### src/rtl/uart_tx_arbiter.sv
// Round-robin arbiter sharing one uart_tx between several byte requesters.
// Launches one byte per grant, then waits for txDone or a watchdog expiry before granting again.
module uart_tx_arbiter #(
  parameter int unsigned numRequesters = 4,
  parameter int unsigned timeoutCycles = 1000000
) (
  input  logic                                 clk,
  input  logic                                 reset,
  input  logic [numRequesters-1:0]             reqValid,
  input  logic [8*numRequesters-1:0]           reqByte,
  output logic [numRequesters-1:0]             reqReady,
  input  logic                                 txActive,
  input  logic                                 txDone,
  output logic                                 txDv,
  output logic [7:0]                           txByteOut,
  output logic [$clog2(numRequesters)-1:0]     grantId,
  output logic                                 busy,
  output logic                                 txTimeout
);

  localparam int unsigned IW       = $clog2(numRequesters);
  localparam logic [31:0] TMO_LAST = 32'(timeoutCycles - 1);

  typedef enum logic {
    S_IDLE,
    S_WAIT_DONE
  } state_t;

  state_t                   r_state, w_state_nxt;
  logic [numRequesters-1:0] r_ready, w_ready_nxt;
  logic                     r_dv, w_dv_nxt;
  logic [7:0]               r_byte, w_byte_nxt;
  logic [IW-1:0]            r_gid, w_gid_nxt;
  logic [IW-1:0]            r_last, w_last_nxt;
  logic                     r_busy, w_busy_nxt;
  logic                     r_tmo, w_tmo_nxt;
  logic [31:0]              r_wd, w_wd_nxt;

  logic                     w_found;
  logic [IW-1:0]            w_winner;
  int unsigned              w_idx;

  // Search starts one past the last winner and wraps, so the last winner is checked last.
  always_comb begin
    w_found  = 1'b0;
    w_winner = '0;
    w_idx    = 0;
    for (int unsigned off = 1; off <= numRequesters; off++) begin
      w_idx = (32'(r_last) + off) % numRequesters;
      if (!w_found && reqValid[w_idx]) begin
        w_found  = 1'b1;
        w_winner = IW'(w_idx);
      end
    end
  end

  always_comb begin
    w_state_nxt = r_state;
    w_ready_nxt = '0;
    w_dv_nxt    = 1'b0;
    w_byte_nxt  = r_byte;
    w_gid_nxt   = r_gid;
    w_last_nxt  = r_last;
    w_busy_nxt  = r_busy;
    w_tmo_nxt   = 1'b0;
    w_wd_nxt    = r_wd;
    case (r_state)
      S_IDLE: begin
        if (w_found && !txActive) begin
          w_ready_nxt = numRequesters'(1) << w_winner;
          w_dv_nxt    = 1'b1;
          w_byte_nxt  = reqByte[{w_winner, 3'b000} +: 8];
          w_gid_nxt   = w_winner;
          w_last_nxt  = w_winner;
          w_busy_nxt  = 1'b1;
          w_wd_nxt    = '0;
          w_state_nxt = S_WAIT_DONE;
        end
      end
      S_WAIT_DONE: begin
        w_wd_nxt = r_wd + 32'd1;
        // txDone wins over a coincident watchdog expiry.
        if (txDone) begin
          w_busy_nxt  = 1'b0;
          w_state_nxt = S_IDLE;
        end else if (r_wd == TMO_LAST) begin
          w_busy_nxt  = 1'b0;
          w_tmo_nxt   = 1'b1;
          w_state_nxt = S_IDLE;
        end
      end
    endcase
  end

  always_ff @(posedge clk) begin
    if (reset) begin
      r_state <= S_IDLE;
      r_ready <= '0;
      r_dv    <= 1'b0;
      r_byte  <= '0;
      r_gid   <= '0;
      r_last  <= IW'(numRequesters - 1);
      r_busy  <= 1'b0;
      r_tmo   <= 1'b0;
      r_wd    <= '0;
    end else begin
      r_state <= w_state_nxt;
      r_ready <= w_ready_nxt;
      r_dv    <= w_dv_nxt;
      r_byte  <= w_byte_nxt;
      r_gid   <= w_gid_nxt;
      r_last  <= w_last_nxt;
      r_busy  <= w_busy_nxt;
      r_tmo   <= w_tmo_nxt;
      r_wd    <= w_wd_nxt;
    end
  end

  assign reqReady  = r_ready;
  assign txDv      = r_dv;
  assign txByteOut = r_byte;
  assign grantId   = r_gid;
  assign busy      = r_busy;
  assign txTimeout = r_tmo;

endmodule

### config.mk
export PLATFORM = sky130hd
export DESIGN_NAME = uart_tx_arbiter
export DESIGN_NICKNAME = d
export VERILOG_FILES = /design/src/rtl/uart_tx_arbiter.sv
export SDC_FILE = /design/constraint.sdc
export NUM_CORES = 1
export LEC_CHECK = 0
export CAP_MARGIN = 20
export CELL_PAD_IN_SITES_DETAIL_PLACEMENT = 0
export CELL_PAD_IN_SITES_GLOBAL_PLACEMENT = 2
export CORE_ASPECT_RATIO = 0.9
export CORE_UTILIZATION = 30
export DETAILED_ROUTE_END_ITERATION = 6
export GPL_ROUTABILITY_DRIVEN = 0
export GPL_TIMING_DRIVEN = 0
export PLACE_DENSITY = 0.77
export RECOVER_POWER = 25
export SLEW_MARGIN = 20
export SYNTH_ARGS = -nofsm -noshare
export SYNTH_HDL_FRONTEND = slang
export SYNTH_SLANG_ARGS = --single-unit
### constraint.sdc
create_clock -name clk -period 2.1 [get_ports clk]
set_input_delay 0.21 -clock clk [delete_from_list [all_inputs] [get_ports clk]]
set_output_delay 0.21 -clock clk [all_outputs]
set_load 0.03 [all_outputs]
[Word-level counts from Yosys, hierarchy flattened]
Index checks and enable logic that the tools add are counted.
Word-level totals
  logic and storage cells: 65
  latch bits: 0
  output and inout bits: 17
  memories kept: 0
  input bits: 40
  memory bits (writable): 0
  bits in registers: 52
  ROM bits: 0
Operators by class
  muxes and demuxes: 27
  shifts and indexed selects: 2
  bitwise logic cells: 2
  divide/modulo/power cells: 0
  eq/ne operators: 3
  $mul: 0
  reduce and logical (&&, ||, !) cells: 13
  order comparisons: 4
  add/sub/neg operators: 5
Operators with widths (count)
  $pmux W32 S2: 1
  $add A32 B1 Y32 const B: 1
  $eq A32 B20 Y1 const B: 1
  $mux W32: 1
  $shiftx A32 B6 Y8: 1
  $mux W1: 15
  $lt A2 B3 Y1 const B: 4
  $bmux W1 S2: 4
  $mux W2: 4
  $reduce_or A3 Y1: 2
  $add A2 B1 Y2 const B: 2
  $add A2 B2 Y2 const B: 2
  $logic_and A1 B1 Y1: 4
  $logic_not A1 Y1: 4
  $pmux W1 S2: 2
  $reduce_and A2 Y1: 2
  $shl A1 B2 Y4 const A: 1
  $ne A3 B2 Y1 const B: 1
  $ne A2 B2 Y1 const B: 1
  $not A1 Y1: 2
  $reduce_or A2 Y1: 1

[Longest topological paths before layout]
  depth after elaboration: 16
  mapped depth: 7
  depth with buffers taken out: 6

[Worst setup path after synthesis]
No wires, ideal clock.
  kind: flip-flop to flip-flop
  start point: register r_wd[0]
  end point: register r_wd[14]
  slack: 0.466 ns
  arrival: 1.568 ns
  required time: 2.035 ns
  buffers on the path: 0
  stages on the path, launching flop included: 7
  clock period less this slack: 1.634 ns
  library setup time: 0.065 ns
  path through: dfxtp_1 ha_1 and3_1 nand4_1 nor4_1 mux2_2 nor2_1
On the way
  cells in the longest elaborated chain, start to end: 2
Ends and longest elaborated chain
  start: declaration: RTL line 37  | logic [31:0] r_wd, w_wd_nxt;
  start signal: assignment: RTL line 115  | r_wd <= w_wd_nxt;
  $add A32 B1 Y32: RTL line 81  | w_wd_nxt = r_wd + 32'd1;
  $pmux W32 S2: RTL line 67  | case (r_state)
Every way passes these cells.
A chain may end at the register's enable or synchronous reset.

[Final worst setup path]
  start point: register r_state
  end point: register r_wd[14]
On the way
  cells in the longest elaborated chain, start to end: 2
  elaborated cells on any way between the ends: 3
  those cells by class: 1 x eq/ne; 1 x mux; 1 x bitwise
Ends and longest elaborated chain
  start: declaration: RTL line 29  | state_t r_state, w_state_nxt;
  start signal: assignment: RTL line 107  | r_state <= w_state_nxt;
  $not A1 Y1
  $pmux W32 S2 or $ne A2 B2 Y1 (tied branches)
Several ways; a longest one is shown, not always the timed one.

==> summary.md <==
| Metric | Value |
|---|---|
| Status | `complete, no violations` |
| Die W | `100 um` |
| Clock tree buffer depth | `2` |
| Pre-CTS setup slack | `-0.260 ns` |
| Seq/Total Area, Yosys | `0.399` |
| Slew HR | `0.592` |
| Power, Total | `2.13 mW` |
| Initial core utilization | `0.317` |
| First-pass GRT wire length | `11,400 um` |
| Synth area leaders | `dfxtp_1, nand3_1, o211ai_1` |
| Reg power frac | `0.488` |
| Via-per-instance ratio | `4.98` |
| Synth cell types | `51` |
| Layout cells sized above 1 | `0.140` |
| Ant. Diodes | `0` |
| Drt total wl | `7090 um` |
| Area Growth Syn to Fin | `33.8%` |
| Final period utilization | `0.895` |
| PD cells | `610 nW/um2` |
| CP max FO | `10` |
| Psw | `0.568 mW` |
| H-tree Lvls | `2` |
| Multi-input logic area | `1490 um2` |
| Mapped Cells | `293` |
| Skew final | `0.0109 ns` |
| Drc violations | `0` |
| Root Driver | `clkbuf_8` |
| Final Slew Violations | `0` |
| Critical Path Start Type | `flop` |
| Utilization after layout | `0.424` |
| Yosys reg bits | `52` |
| Most frequent cells in the layout | `dfxtp_1, clkdlybuf4s50_1, nand3_1` |
| Syn_nets | `334` |
| Logic gate share of total power | `0.189` |
| Post-synth EDFFs | `0` |
| Most common cell after layout, fill and taps aside | `dfxtp_1` |
| Ys Warns | `0` |
| CTS tree | `built` |
| Synth area leader | `dfxtp_1` |
| Drt first pass iters | `4` |
| Largest net degree at the start of global routing | `16` |
| Initial antenna violation count | `0` |
| Layout Nets | `404` |
| Synth async-reset ratio | `0` |
| Hold Crit Class | `flop to flop` |
| Routed via count | `2,384` |
| Crit end category | `flop` |
| Post-synth top area share | `0.399` |
| Core area | `8220 um2` |
| Die H | `90.4 um` |
| Final setup viols | `0` |
| Worst path arrival time | `2.12 ns` |
| Internal power | `1.56 mW` |
| Max-Cap Viols | `0` |
| Actual slew at the worst max-slew pin | `0.612 ns` |
| Switching share of power | `0.267` |
| Clock Latency Late Sink | `0.30 ns` |
| Worst-path clk slew | `0.10 ns` |
| Fmax | `532 MHz` |
| Vias in the first global route | `2,221` |
| Average size of a mapped cell | `8.90 um2` |
| Type of the worst setup path | `flop to flop` |
| Drt first-iter violations | `95` |
| CP required | `2.34 ns` |
| Area of all sequential standard cells | `1040 um2` |
| Die area | `9070 um2` |
| Fin. Hold Viols | `0` |
| Main flop type after synthesis | `dfxtp_1` |
| Wirelength per Cell | `14.8 um` |
| Worst ir drop on vdd | `0.000263 V` |
| Hold_buf cts | `0` |
| FP Rows | `31` |
| Fillers | `848` |
| Tot GR Track Use | `0.160` |
| LEAKAGE | `1.21 nW` |
| Routed Antenna Nets | `0` |
| Clk pwr share | `0.322` |
| Clock sink count | `52` |
| Cell Area, Synth | `2610 um2` |
| DP Wirelength | `5250 um` |
| Overflow after GRT | `0` |
| CTS buffer count | `5` |
| Final Worst Setup Slack | `0.220 ns` |
| IO buf count | `56` |
| I/O pins | `57` |
| RSZ-0062 raised after global routing | `no` |
| Minimum clock period | `1.88 ns` |
| Setup Total Neg Slack | `0 ns` |
[kinds of logic after synthesis]
| group | share of synthesized area |
|---|---|
| buffers and inverters | 0.0374 |
| AOI/OAI and AO/OA | 0.161 |
| and+or+nand+nor | 0.295 |
| DFF | 0.399 |
| muxes | 0.0859 |
| adders and majority gates | 0.00480 |
| xor gates and xnor gates | 0.0168 |
[metal layers]
layer / GRT usage / part of all wire / vias up / routed length, um
met3: 0.0271 / 0.029 / 6 / 209
met4: 0.0386 / 0.012 / 0 / 88
met5: 0 / 0 / - / 0
li1: - / - / 1234 / -
met1: 0.243 / 0.53 / 1102 / 3740
met2: 0.232 / 0.43 / 42 / 3050
[power by group through the flow]
stage	logic [mW]	registers (mW)	clock network [mW]
after floorplan	0.161	1.12	0
after global placement	0.406	1.06	0
after detailed placement	0.406	1.06	0
after CTS	0.408	1.04	0.711
after global routing	0.433	1.05	0.749
final	0.403	1.04	0.686
[flip-flops by register name, indices dropped and copies added, names as in the netlist]
name       count
busy           1
txTimeout      1
grantId        2
reqReady       4
txDv           1
r_last         2
r_wd          32
txByteOut      8
r_state        1
[final cells by class]
class                      instances  area share
tap                              115      0.0412
sequential                        52       0.298
timing repair buffer              63       0.176
multi-input combinational        220       0.426
clock inverter                     2      0.0100
inverter                           5     0.00538
clock buffer                       6      0.0208
buffer                            16      0.0226
[critical path: stages (launching register included)]
cell and delay, ns:
dfxtp_1 0.33, buf_2 0.23, and3_1 0.33, nand4_1 0.24
nor4_2 0.24, mux2_2 0.37, nor2_1 0.08
[path summary, 6_finish.rpt]
kind | depth (start not counted) | slack (ns) | start | endpoint
max reg2reg | 6 | 0.22 | r_state | r_wd[14]
min reg2reg | 2 | 0.48 | txByteOut[3] | txByteOut[3]
min | 2 | 0.48 | txByteOut[3] | txByteOut[3]
max | 6 | 0.22 | r_state | r_wd[14]
[Yosys cell counts, types with 5 or more instances]
| cell type | count |
|---|---|
| dfxtp_1 | 52 |
| nand3_1 | 32 |
| nor2_1 | 26 |
| nand2_1 | 23 |
| o211ai_1 | 19 |
| nand4_1 | 11 |
| a21oi_1 | 10 |
| mux2_2 | 10 |
| mux2i_1 | 10 |
| buf_2 | 9 |
| o41ai_1 | 9 |
| clkbuf_1 | 5 |
| inv_1 | 5 |
| nor4_1 | 5 |
[stage by stage]
stage                     hold WS [ns]  cells  cell area, um2
after floorplan                  0.391    293            2610
after global placement           0.465    464            3310
after detailed placement         0.470    464            3310
after CTS                        0.492    472            3420
after global routing             0.511    479            3490
final                            0.480    479            3490
[repair_timing]
item / CTS / global route
buffers inserted: 0 / 7
endpoints found under the setup margin: 0 / 17
gates resized for setup: 0 / 3
Note: power is estimated with default switching activity, not from simulation.
